### src/rtl/vid_src_arbiter.sv
// Shares the getbits bitstream input between two elementary-stream FIFOs, with a
// drain/flush/switch sequence on request. Define ARB_WORD_COUNT_EN for per-channel word counters.
module vid_src_arbiter #(
  parameter int unsigned FLUSH_CYCLES = 2,
  parameter int unsigned DEFAULT_CH   = 0,
  parameter int unsigned CNT_W        = 32
) (
  input  logic             clk,
  input  logic             rst,
  input  logic             clk_en,
  input  logic [63:0]      ch0_data,
  input  logic             ch0_empty,
  output logic             ch0_rd_en,
  input  logic [63:0]      ch1_data,
  input  logic             ch1_empty,
  output logic             ch1_rd_en,
  output logic [63:0]      vid_in,
  output logic             vid_in_empty,
  input  logic             vid_in_rd_en,
  input  logic             sw_req,
  input  logic             sw_ch,
  output logic             sw_ack,
  output logic             cur_ch,
  output logic             dec_rst,
  output logic             busy,
  output logic [CNT_W-1:0] ch0_words,
  output logic [CNT_W-1:0] ch1_words
);

  localparam logic [1:0] StRun    = 2'd0;
  localparam logic [1:0] StDrain  = 2'd1;
  localparam logic [1:0] StFlush  = 2'd2;
  localparam logic [1:0] StSwitch = 2'd3;

  localparam logic [3:0] FlushLoad = 4'(FLUSH_CYCLES - 1);
  localparam logic       DefCh     = 1'(DEFAULT_CH);

  logic [1:0] state_q, state_d;
  logic       cur_ch_q, cur_ch_d;
  logic       tgt_q, tgt_d;
  logic       dec_rst_q, dec_rst_d;
  logic [3:0] cnt_q, cnt_d;
  logic       run;

  always_comb begin
    state_d   = state_q;
    cur_ch_d  = cur_ch_q;
    tgt_d     = tgt_q;
    dec_rst_d = dec_rst_q;
    cnt_d     = cnt_q;
    case (state_q)
      StRun: begin
        dec_rst_d = 1'b1;
        if (sw_req) begin
          tgt_d   = sw_ch;
          state_d = StDrain;
        end
      end
      StDrain: begin
        dec_rst_d = 1'b0;
        cnt_d     = FlushLoad;
        state_d   = StFlush;
      end
      StFlush: begin
        if (cnt_q == 4'd0) begin
          cur_ch_d  = tgt_q;
          dec_rst_d = 1'b1;
          state_d   = StSwitch;
        end else begin
          cnt_d = cnt_q - 4'd1;
        end
      end
      StSwitch: state_d = StRun;
      default:  state_d = StRun;
    endcase
  end

  always_ff @(posedge clk) begin
    if (!rst) begin
      state_q   <= StRun;
      cur_ch_q  <= DefCh;
      tgt_q     <= DefCh;
      dec_rst_q <= 1'b0;
      cnt_q     <= 4'd0;
    end else if (clk_en) begin
      state_q   <= state_d;
      cur_ch_q  <= cur_ch_d;
      tgt_q     <= tgt_d;
      dec_rst_q <= dec_rst_d;
      cnt_q     <= cnt_d;
    end
  end

  // The mux stays on cur_ch outside RUN so the word read in the request cycle still lands.
  assign run          = (state_q == StRun);
  assign vid_in       = cur_ch_q ? ch1_data : ch0_data;
  assign vid_in_empty = run ? (cur_ch_q ? ch1_empty : ch0_empty) : 1'b1;
  assign ch0_rd_en    = run & vid_in_rd_en & ~cur_ch_q;
  assign ch1_rd_en    = run & vid_in_rd_en & cur_ch_q;
  assign sw_ack       = (state_q == StSwitch);
  assign busy         = ~run;
  assign cur_ch       = cur_ch_q;
  assign dec_rst      = dec_rst_q;

`ifdef ARB_WORD_COUNT_EN
  logic [CNT_W-1:0] ch0_words_q, ch1_words_q;

  always_ff @(posedge clk) begin
    if (!rst) begin
      ch0_words_q <= '0;
      ch1_words_q <= '0;
    end else if (clk_en) begin
      if (ch0_rd_en && !ch0_empty) ch0_words_q <= ch0_words_q + CNT_W'(1);
      if (ch1_rd_en && !ch1_empty) ch1_words_q <= ch1_words_q + CNT_W'(1);
    end
  end

  assign ch0_words = ch0_words_q;
  assign ch1_words = ch1_words_q;
`else
  assign ch0_words = '0;
  assign ch1_words = '0;
`endif

endmodule

### config.mk
export PLATFORM = sky130hd
export DESIGN_NAME = vid_src_arbiter
export DESIGN_NICKNAME = d
export VERILOG_FILES = /design/src/rtl/vid_src_arbiter.sv
export SDC_FILE = /design/constraint.sdc
export NUM_CORES = 1
export LEC_CHECK = 0
export ABC_AREA = 0
export CELL_PAD_IN_SITES_DETAIL_PLACEMENT = 1
export CELL_PAD_IN_SITES_GLOBAL_PLACEMENT = 2
export CORE_MARGIN = 2
export CORE_UTILIZATION = 11
export DETAILED_ROUTE_END_ITERATION = 10
export PLACE_DENSITY_LB_ADDON = 0.12
export SLEW_MARGIN = 25
export SYNTH_ARGS = -nofsm -noshare
export SYNTH_HDL_FRONTEND = slang
export SYNTH_SLANG_ARGS = --single-unit
### constraint.sdc
create_clock -name clk -period 2.8 [get_ports clk]
set_clock_uncertainty 0.05 [all_clocks]
set_input_delay 0.42 -clock clk [delete_from_list [all_inputs] [get_ports clk]]
set_output_delay 0.42 -clock clk [all_outputs]
set_load 0.005 [all_outputs]
======== After elaboration in Yosys (flattened, before gate mapping) ========
Cells that the tools add are included.
word-level totals
  flip-flop bits (word level) ............. 9
  output and inout bits ................... 135
  bits of input ports ..................... 136
cells by class
  equal/unequal tests ..................... 6
  bitwise operators ....................... 5
  multiplexer cells ....................... 10
  reduce and logical (&&, ||, !) cells .... 9
  add/sub/neg operators ................... 1
operators by type and width
  cell                                                                    count
  64-bit 2-to-1 mux                                                       1
  3-bit AND reduction                                                     5
  2-bit one-hot mux with 4 select lines                                   1
  4-bit one-hot mux with 2 select lines                                   1
  2-bit != test (second input constant)                                   3
  2-bit equality test (second input constant)                             2
  4-bit logical NOT                                                       1
  2-bit 2-to-1 mux                                                        2
  4-bit 2-to-1 mux                                                        1
  4-bit by 1-bit subtractor with 4-bit output (second input constant)     1
  1-bit AND                                                               3
  1-bit 2-to-1 mux                                                        3
  1-bit one-hot mux with 3 select lines                                   1
  3-bit nonzero test                                                      1
  2-bit by 1-bit equality test with 1-bit output (second input constant)  1
  2-bit logical NOT                                                       1
  1-bit NOT                                                               2
  2-bit nonzero test                                                      1

======== Logic depth before layout (Yosys ltp) ========
Gate-level depths: netlist (run 1).
  depth after elaboration ................. 3
  depth in mapped cells ................... 6

======== Worst setup path before layout (run 1) ========
Ideal clock, no wire load.
  kind .................................... register to output
  start ................................... register cur_ch_q (netlist: cur_ch)
  end ..................................... output port vid_in[47]
  slack ................................... 1.109 ns
  data required time ...................... 2.330 ns
  buffers on the path ..................... 3
  cell stages (with the launch flop) ...... 5
  arrival ................................. 1.221 ns
  cell sequence ........................... dfxtp_1 > buf_2 > buf_2 > buf_2 > mux2_2
on the way
  cells in the longest elaborated chain, start to end .. 1
ends and longest elaborated chain
  item                    line  RTL
  start, declared         39    logic cur_ch_q, cur_ch_d;
  start signal, assigned  81    cur_ch_q <= DefCh;
  start signal, assigned  87    cur_ch_q <= cur_ch_d;
  64-bit 2-to-1 mux       96    assign vid_in = cur_ch_q ? ch1_data : ch0_data;
  end, declared           17    output logic [63:0] vid_in,
No other way between the ends.

======== Worst setup path after layout (run 1) ========
  start ................................... register cur_ch_q (netlist: cur_ch)
  end ..................................... output port vid_in[62]
The elaborated chain is that of the path after synthesis.

==> results of run 1 <==
power by group:
| part | internal [W] | switching, W |
|---|---|---|
| Combinational | 0.000314 | 0.000134 |
| Sequential | 0.000136 | 0.00000581 |
| Clock | 0.000191 | 0.0000637 |
| Total | 0.000640 | 0.000203 |
cell usage after synthesis (2+ instances only):
| cell | count |
|---|---|
| mux2i_1 | 4 |
| buf_4 | 65 |
| nor2b_1 | 2 |
| a21boi_0 | 3 |
| dfxtp_1 | 9 |
| nand2_1 | 6 |
| inv_1 | 7 |
| o31ai_1 | 3 |
| ha_1 | 6 |
| o21ai_0 | 4 |
| nand4_1 | 2 |
| buf_2 | 8 |
| or3_1 | 2 |
| mux2_2 | 64 |
layer usage:
| layer | GRT usage | vias to the layer above |
|---|---|---|
| li1 | - | 973 |
| met1 | 0.116 | 949 |
| met2 | 0.187 | 109 |
| met3 | 0.0221 | 4 |
| met4 | 0.0207 | 0 |
| met5 | 0 | - |
through the flow:
step | worst slack [ns] | instances | hold WS, ns | utilization
2_1_floorplan | 1.11 | 265 | 0.401 | -
3_3_place_gp | 0.701 | 619 | 0.411 | 0.238
3_5_place_dp | 0.712 | 619 | 0.406 | 0.238
4_1_cts | 0.505 | 623 | 0.416 | 0.243
5_1_grt | 0.460 | 623 | 0.436 | 0.243
6_report | 0.539 | 623 | 0.411 | 0.243
kinds of logic (layout without fill, tap and decap cells):
kind of cell             count (synthesis)  count (layout)  synth area share
flip-flops                               9               9            0.0977
AO/OA/AOI/OAI                           16              16            0.0760
AND/OR/NAND/NOR                         21              21            0.0685
multiplexers                            68              68             0.412
buffers and inverters                   81             219             0.303
adder cells (fa/ha/maj)                  6               6            0.0407
other                                    1              64           0.00203
registers in the layout (all words and copies together), names as in the netlist:
register / flops
cnt_q: 4
cur_ch: 1
tgt_q: 1
dec_rst: 1
state_q: 2
layout by cell type (no fill, tap or decap), drive strengths merged, types with 2 or more instances in the layout:
cell,synthesis,routed
buf,73,2
mux2,64,64
nand4,2,2
clkdlybuf4s50,0,206
nor2b,2,2
conb,1,64
or3,2,2
nand2,6,6
ha,6,6
a21boi,4,4
o21ai,4,4
mux2i,4,4
inv,7,7
dfxtp,9,9
o31ai,3,3
clkbuf,1,4
layout make-up:
type                    count  area (um2)  area share
clock buffers               4        78.8      0.0197
inverters                   7        26.3     0.00658
multi-input cells         175        1340       0.336
well taps                 220         275      0.0689
repair buffers            208        2090       0.523
flip-flops and latches      9         181      0.0454
worst min-delay path: stages, from the launching register on:
cell     delay [ns]
dfxtp_1        0.30
nand2_1        0.05
mux2i_1        0.06
final timing paths:
| path | startpoint | end | slack (ns) | cells after the start |
|---|---|---|---|---|
| hold reg to reg | dec_rst$_SDFFE_PN0P_ | dec_rst$_SDFFE_PN0P_ | 0.41 | 2 |
| setup / recovery | cur_ch$_SDFFE_PN0P_ | vid_in[62] | 0.54 | 3 |
| hold / removal | dec_rst$_SDFFE_PN0P_ | dec_rst$_SDFFE_PN0P_ | 0.41 | 2 |
| setup reg to reg | state_q[0]$_SDFFE_PN0P_ | cnt_q[2]$_SDFFE_PN0P_ | 0.96 | 5 |
==> summary.md, run 1 <==
| Metric | Value |
|---|---|
| Status | `complete, no violations` |
| Hold violation count in the final report | `0` |
| Fin crit period | `2.26 ns` |
| Nets | `546` |
| DR iter-0 viols | `36` |
| Setup tns final | `0 ns` |
| Wl on met1 | `3740 um` |
| CTS tree | `built` |
| First-pass GRT wire length | `13500 um` |
| CP Max Fanout | `53` |
| Met2 wire len | `5260 um` |
| RSZ-0062 raised after global routing | `no` |
| Sequential fraction of the synthesis area | `0.0977` |
| Synth Instances | `202` |
| WP buf/inv | `2` |
| Syn avg cell area | `9.13 um2` |
| Via Count | `2035` |
| Vias in the first global route | `2015` |
| Clk_lat worst skew | `0.23 ns` |
| Startpoint Class | `register` |
| Routability Congestion | `0.735` |
| Top cell type's share of synthesized area | `0.391` |
| I/O pin count | `271` |
| Fmax | `0.442 GHz` |
| Hpwl dp | `8460 um` |
| Setup CP Type | `register to output port` |
| Initial antenna violation count | `0` |
| Clk root buf | `clkbuf_16` |
| Remaining DRCs | `0` |
| Min-delay worst type | `register to register` |
| Postcts setup bufs | `0` |
| Number of port buffers | `206` |
| Die area | `17800 um2` |
| Reg clk slew, reported paths | `0.04 ns` |
| Fin area | `3990 um2` |
| Total global routing track utilization | `0.100` |
| Site row count | `47` |
| CP max stage cell | `clkdlybuf4s50_1` |
| Crit-path cells | `buf_12 -> mux2_2 -> clkdlybuf4s50_1` |
| Global route overflow | `0` |
| Cell taking the most area after synthesis | `mux2_2` |
| Synth Register Bits | `9` |
| Fin. max-slew vios | `0` |
| # setup viols final | `0` |
| Crit path capture type | `output port` |
| Syn-to-layout area delta | `117%` |
| Synthesized cell area | `1840 um2` |
| Yosys warns | `0` |
| Layout cells sized above 1 | `0.189` |
| # hold bufs at CTS | `0` |
| WL per Instance | `15.8 um` |
| Via density | `3.27` |
| Power per cell area | `211 nW/um2` |
| Clock buffer depth | `2` |
| Metal3 WL | `731 um` |
| Die span in y | `133 um` |
| Antenna Nets Post-Route | `0` |
| Post-synthesis cell type count | `31` |
| Post-synth ARST share | `0` |
| Routed wire length | `9820 um` |
| Post-synth EDFFs | `0` |
| Leak Pwr | `1.52 nW` |
| Initial core utilization | `0.112` |
| Highest routed layer | `met4` |
| Max_cap viols | `0` |
| Die width | `133 um` |
| CP max stage delay | `0.49 ns` |
| Clock sink total | `9` |
| Crit share post-route | `0.808` |
| Resize count post-CTS | `0` |
| Top FF cell, synth | `dfxtp_1` |
| CTS Buf Count | `3` |
| Synth area leaders | `mux2_2 39%, buf_4 26%, dfxtp_1 9.8%` |
| CP required | `2.33 ns` |
| CP delay by family, top | `buffers and inverters` |
| Core area | `16500 um2` |
| ANT cells | `0` |
| Crit path arrival time | `1.79 ns` |
| # fillers | `1933` |
| Dpl cell area | `3920 um2` |
| VDD IR max | `180 uV` |
| Largest net degree at the start of global routing | `54` |
| Total power | `0.000843 W` |
| CTS H-tree lvls | `1` |
| Pre-antenna DRT Iters | `4` |
Power figures use the tool's default switching activity.
==> run 2, diff against run 1 <==
--- a/config.mk
+++ b/config.mk
@@ -9,7 +9,7 @@
 export CELL_PAD_IN_SITES_DETAIL_PLACEMENT = 1
 export CELL_PAD_IN_SITES_GLOBAL_PLACEMENT = 2
 export CORE_MARGIN = 2
-export CORE_UTILIZATION = 11
+export CORE_UTILIZATION = 10
 export DETAILED_ROUTE_END_ITERATION = 10
 export PLACE_DENSITY_LB_ADDON = 0.12
 export SLEW_MARGIN = 25
==> constraint.sdc (replaced) <==
create_clock -name clk -period 2.3 [get_ports clk]
set_clock_uncertainty 0.05 [all_clocks]
set_input_delay 0.345 -clock clk [delete_from_list [all_inputs] [get_ports clk]]
set_output_delay 0.345 -clock clk [all_outputs]
set_load 0.005 [all_outputs]
==> summary.md, run 2 (synthesis results as in run 1) <==
| Metric | Value |
|---|---|
| Max reg flops | `4 (unchanged)` |
| Routed wire length | `10400 um (was 9820 um)` |
| DR iter-0 viols | `13 (was 36)` |
| CTS H-tree lvls | `1 (unchanged)` |
| Vias in the first global route | `2064 (was 2015)` |
| Met1 Usage GRT | `0.109 (was 0.116)` |
| Largest net degree at the start of global routing | `36 (was 54)` |
| Setup tns final | `0 ns (unchanged)` |
| Top Usage Layer GRT | `met2 (unchanged)` |
| Antenna Nets Post-Route | `0 (unchanged)` |
| CP Max Fanout | `10 (was 53)` |
| Number of port buffers | `206 (unchanged)` |
| # fillers | `2106 (was 1933)` |
| Core area | `18000 um2 (was 16500 um2)` |
| Global route overflow | `0 (unchanged)` |
| Initial antenna violation count | `0 (unchanged)` |
| Die width | `140 um (was 133 um)` |
| R2R setup slack | `0.51 ns (was 0.96 ns)` |
| Worst-Margin Slew | `0.498 ns` |
| Status | `complete, no violations (unchanged)` |
| Via Count | `2090 (was 2035)` |
| Min-delay worst type | `register to register (unchanged)` |
| VDD IR max | `237 uV (was 180 uV)` |
| Die span in y | `140 um (was 133 um)` |
| Reg clk slew, reported paths | `0.04 ns (about the same)` |
| Die area | `19500 um2 (was 17800 um2)` |
| Fmax | `0.456 GHz` |
| Clock buffer depth | `2 (unchanged)` |
| WL per Instance | `16.3 um (was 15.8 um)` |
| Site row count | `49 (was 47)` |
| Via density | `3.27 (about the same)` |
| Pre-antenna DRT Iters | `4 (unchanged)` |
| Nets | `554 (was 546)` |
| Max_cap viols | `0 (unchanged)` |
| # setup viols final | `0 (unchanged)` |
| Worst Hold Path Cells | `2 (unchanged)` |
| Crit path arrival time | `1.80 ns (was 1.79 ns)` |
| Reg2reg end | `cnt_q[2]$_SDFFE_PN0P_ (unchanged)` |
| Util after Layout | `0.229 (was 0.243)` |
| Power per cell area | `253 nW/um2 (was 211 nW/um2)` |
| Remaining DRCs | `0 (unchanged)` |
| CP required | `1.90 ns (was 2.33 ns)` |
| Startpoint Class | `register (unchanged)` |
| Total power | `0.00104 W (was 0.000843 W)` |
| CTS Buf Count | `3 (unchanged)` |
| RSZ-0062 raised after global routing | `no (unchanged)` |
| Hold violation count in the final report | `0 (unchanged)` |
| M2 GR Usage | `0.192 (was 0.187)` |
| Slew margin rel. | `0.667` |
| Syn-to-layout area delta | `123% (was 117%)` |
| CTS tree | `built (unchanged)` |
| Clk_lat worst skew | `0.24 ns (was 0.23 ns)` |
| Min Hold Slack | `0.420 ns (was 0.411 ns)` |
| Layout cells sized above 1 | `0.204 (was 0.189)` |
| Setup CP Type | `register to output port (unchanged)` |
| Most frequent cells in the layout | `206 x clkdlybuf4s50_1, 64 x mux2_2, 64 x conb_1 (unchanged)` |
| Reg2reg start | `state_q[0]$_SDFFE_PN0P_ (unchanged)` |
| I/O pin count | `271 (unchanged)` |
| Fin crit period | `2.20 ns` |
| Leak Pwr | `1.58 nW (was 1.52 nW)` |
| Met3 GRT Util | `0.0172 (was 0.0221)` |
| Initial core utilization | `0.102 (was 0.112)` |
| Total global routing track utilization | `0.0971 (was 0.100)` |
| Hpwl dp | `9040 um (was 8460 um)` |
| ANT cells | `0 (unchanged)` |
| Clk root buf | `clkbuf_16 (unchanged)` |
| Clock sink total | `9 (unchanged)` |
| Resize count post-CTS | `0 (unchanged)` |
| Most flops, register | `cnt_q (unchanged)` |
| Crit path capture type | `output port (unchanged)` |
| Routability Congestion | `0.754 (was 0.735)` |
| Fin. max-slew vios | `0 (unchanged)` |
| Regs by FF count | `cnt_q x4, state_q x2 (unchanged)` |
| R2R depth | `5 (unchanged)` |
| Crit share post-route | `0.954` |
| Startpoint of the worst hold path | `dec_rst$_SDFFE_PN0P_ (unchanged)` |
| Most common cell after layout, fill and taps aside | `clkdlybuf4s50_1 (unchanged)` |
| Hold EP | `dec_rst$_SDFFE_PN0P_ (unchanged)` |
| First-pass GRT wire length | `14400 um (was 13500 um)` |
## run 2: area by class of cell
cell class	instances	area, um2	area share
Inverter	7	26.3	0.00638
Timing Repair Buffer	216	2200	0.535
Sequential cell	9	181	0.0440
Clock buffer	4	78.8	0.0191
Multi-Input combinational cell	175	1340	0.326
Tap cell	229	287	0.0695
## run 2: timing repair
action / CTS / global route
hold buffers: 0 / 0
buffers inserted: 0 / 4
endpoints found under the hold margin: 0 / 0
endpoints found under the setup margin: 0 / 3
## run 2: routing by layer
| metal | share of wire | up-vias |
|---|---|---|
| met2 | 0.56 | 116 |
| met4 | 0.0052 | 0 |
| met3 | 0.062 | 5 |
| met1 | 0.37 | 975 |
| met5 | 0 | - |
| li1 | - | 994 |
## run 2: worst max path at each step
stage	endpoint	slack, ns	startpoint	cells after the start
finish	vid_in[60]	0.10	cur_ch$_SDFFE_PN0P_	4
global route	ch0_rd_en	0.03	state_q[0]$_SDFFE_PN0P_	5
CTS	vid_in[62]	0.03	cur_ch$_SDFFE_PN0P_	4
detailed placement	vid_in[62]	0.29	cur_ch$_SDFFE_PN0P_	4
global placement	vid_in[58]	0.29	cur_ch$_SDFFE_PN0P_	4
floorplan	vid_in[47]	0.68	cur_ch$_SDFFE_PN0P_	4
## run 2: stage by stage
| step | area (um2) | setup slack, ns | cells |
|---|---|---|---|
| finish | 4120 | 0.105 | 640 |
| global route | 4120 | 0.0292 | 640 |
| CTS | 4050 | 0.0293 | 635 |
| detailed placement | 3970 | 0.287 | 631 |
| global placement | 3970 | 0.288 | 631 |
| floorplan | 2080 | 0.684 | 265 |
## run 2: worst max-delay path, stage by stage, from the launching register on
cell and delay [ns]:
dfxtp_2 0.40, buf_12 0.17, buf_4 0.18, mux2_2 0.35, clkdlybuf4s50_1 0.45
## run 2: where the power goes
| part | internal [W] | switching [W] | leakage [nW] |
|---|---|---|---|
| Combinational | 0.000383 | 0.000163 | 1.47 |
| Clock | 0.000233 | 0.0000908 | 0.0382 |
| Sequential | 0.000165 | 0.00000750 | 0.0738 |
| Total | 0.000781 | 0.000261 | 1.58 |
==> run 3, diff against run 2 <==
==> config.mk (replaced) <==
export PLATFORM = sky130hd
export DESIGN_NAME = vid_src_arbiter
export DESIGN_NICKNAME = d
export VERILOG_FILES = /design/src/rtl/vid_src_arbiter.sv
export SDC_FILE = /design/constraint.sdc
export NUM_CORES = 1
export LEC_CHECK = 0
export ABC_AREA = 0
export CORE_AREA = 2 2 105 107
export DETAILED_ROUTE_END_ITERATION = 10
export DIE_AREA = 0 0 107 109
export PLACE_DENSITY = 0.71
export SLEW_MARGIN = 25
export SYNTH_ARGS = -nofsm -noshare
export SYNTH_HDL_FRONTEND = slang
export SYNTH_SLANG_ARGS = --single-unit
==> summary.md, run 3 (synthesis results as in run 1) <==
| Metric | Value |
|---|---|
| Syn-to-layout area delta | `109% (was 123%)` |
| Max_cap viols | `0 (unchanged)` |
| Power per cell area | `238 nW/um2 (was 253 nW/um2)` |
| Post-Place Setup Slack | `0.295 ns (was 0.287 ns)` |
| Clock sink total | `9 (unchanged)` |
| Min-delay worst type | `register to register (unchanged)` |
| Antenna Nets Post-Route | `0 (unchanged)` |
| Final worst-path setup slack | `0.112 ns (was 0.105 ns)` |
| Clock buffer depth | `2 (unchanged)` |
| # hold bufs at CTS | `0 (unchanged)` |
| Via Count | `2035 (was 2090)` |
| Fmax | `0.457 GHz (was 0.456 GHz)` |
| Status | `complete, no violations (unchanged)` |
| DR iter-0 viols | `69 (was 13)` |
| # setup viols final | `0 (unchanged)` |
| CTS Buf Count | `3 (unchanged)` |
| Sw frac | `0.272 (was 0.251)` |
| Initial core utilization | `0.174 (was 0.102)` |
| First-pass GRT wire length | `12200 um (was 14400 um)` |
| Most common cell after layout, fill and taps aside | `clkdlybuf4s50_1 (unchanged)` |
| Max reg flops | `4 (unchanged)` |
| Internal Power | `0.000669 W (was 0.000781 W)` |
| Met1 Usage GRT | `0.183 (was 0.109)` |
| Via density | `3.74 (was 3.27)` |
| Crit path capture type | `output port (unchanged)` |
| Routability Congestion | `0.710 (was 0.754)` |
| Layout cells sized above 1 | `0.189 (was 0.204)` |
| Hpwl dp | `7990 um (was 9040 um)` |
| Site row count | `38 (was 49)` |
| Clock power frac | `0.200 (was 0.311)` |
| Most flops, register | `cnt_q (unchanged)` |
| Most frequent cells in the layout | `206 x clkdlybuf4s50_1, 64 x mux2_2, 64 x conb_1 (unchanged)` |
| Postcts setup bufs | `0 (unchanged)` |
| Regs by FF count | `cnt_q x4, state_q x2 (unchanged)` |
| CP Max Fanout | `25 (was 10)` |
| Fin. max-slew vios | `0 (unchanged)` |
| Nets | `546 (was 554)` |
| CTS tree | `built (unchanged)` |
| Reg clk slew, reported paths | `0.05 ns (was 0.04 ns)` |
| Vias in the first global route | `1932 (was 2064)` |
| Flop pwr share | `0.188 (was 0.165)` |
| Die area | `11700 um2 (was 19500 um2)` |
| R2R setup slack | `0.52 ns (was 0.51 ns)` |
| Die span in y | `109 um (was 140 um)` |
| Resize count post-CTS | `0 (unchanged)` |
| Leak Pwr | `1.51 nW (was 1.58 nW)` |
| Clk_lat worst skew | `0.23 ns (was 0.24 ns)` |
| M2 GR Usage | `0.213 (was 0.192)` |
| CP required | `1.90 ns (about the same)` |
| Remaining DRCs | `0 (unchanged)` |
| I/O pin count | `271 (unchanged)` |
| Hold violation count in the final report | `0 (unchanged)` |
| Global route overflow | `0 (unchanged)` |
| Initial antenna violation count | `1 (was 0)` |
| Setup tns final | `0 ns (unchanged)` |
| Routed wire length | `9320 um (was 10400 um)` |
| Total global routing track utilization | `0.141 (was 0.0971)` |
| Crit share post-route | `0.951 (was 0.954)` |
| Met3 GRT Util | `0.0729 (was 0.0172)` |
| # fillers | `1071 (was 2106)` |
| Largest net degree at the start of global routing | `45 (was 36)` |
| Clk root buf | `clkbuf_8 (was clkbuf_16)` |
| CTS H-tree lvls | `1 (unchanged)` |
| WL per Instance | `17.1 um (was 16.3 um)` |
| Min Hold Slack | `0.421 ns (was 0.420 ns)` |
| Number of port buffers | `206 (unchanged)` |
| Startpoint Class | `register (unchanged)` |
| RSZ-0062 raised after global routing | `no (unchanged)` |
| Pre-antenna DRT Iters | `4 (unchanged)` |
| Crit path arrival time | `1.79 ns (was 1.80 ns)` |
| VDD IR max | `302 uV (was 237 uV)` |
| Sw Pwr | `0.000250 W (was 0.000261 W)` |
| Combinational group share of total power | `0.612 (was 0.524)` |
| Die width | `107 um (was 140 um)` |
| Fin crit period | `2.19 ns (was 2.20 ns)` |
| Core area | `10600 um2 (was 18000 um2)` |
| Top Usage Layer GRT | `met2 (unchanged)` |
| Setup CP Type | `register to output port (unchanged)` |
## run 3: cell count changes in the layout (fill, tap and decap cells not counted), sizes merged
cell / change
diode: +1
buf: -7
clkbuf: -1
## run 3: final cells by class
| cell class | count | area (um2) | area share |
|---|---|---|---|
| sequential | 9 | 181 | 0.0470 |
| antenna | 1 | 2.50 | 0.000648 |
| clock buffer | 4 | 45.0 | 0.0117 |
| timing repair buffer | 208 | 2090 | 0.541 |
| multi-input combinational | 175 | 1340 | 0.348 |
| inverter | 7 | 26.3 | 0.00680 |
| tap | 140 | 175 | 0.0454 |
## run 3: worst paths after layout
check,startpoint,to,cells past startpoint
worst min register to register,dec_rst$_SDFFE_PN0P_,dec_rst$_SDFFE_PN0P_,2
worst min-delay path,dec_rst$_SDFFE_PN0P_,dec_rst$_SDFFE_PN0P_,2
worst max-delay path,cur_ch$_SDFFE_PN0P_,vid_in[3],3
worst max register to register,state_q[0]$_SDFFE_PN0P_,cnt_q[2]$_SDFFE_PN0P_,5
## run 3: metrics by stage
step,utilization,total power [W],area [um2],instances
finish,0.364,0.000920,3860,544
floorplan,-,0.000406,2080,265
global placement,0.360,0.000727,3810,539
global route,0.364,0.000976,3860,543
detailed placement,0.360,0.000734,3810,539
CTS,0.364,0.000925,3860,543
## run 3: critical path, cell delays in order (launching register included)
cell             delay, ns
dfxtp_2               0.34
buf_4                 0.32
mux2_2                0.40
clkdlybuf4s50_1       0.47
## run 3: layer usage
metal,vias up,part of all wire
met3,6,0.14
met4,2,0.0036
met2,103,0.45
li1,977,-
met1,947,0.41
met5,-,0.0014
## run 3: power by group through the flow
stage	sequential (W)	clock (W)	combinational, W
floorplan	0.000173	0	0.000233
global placement	0.000174	0	0.000553
detailed placement	0.000175	0	0.000558
CTS	0.000172	0.000188	0.000565
global route	0.000174	0.000196	0.000606
finish	0.000172	0.000184	0.000563
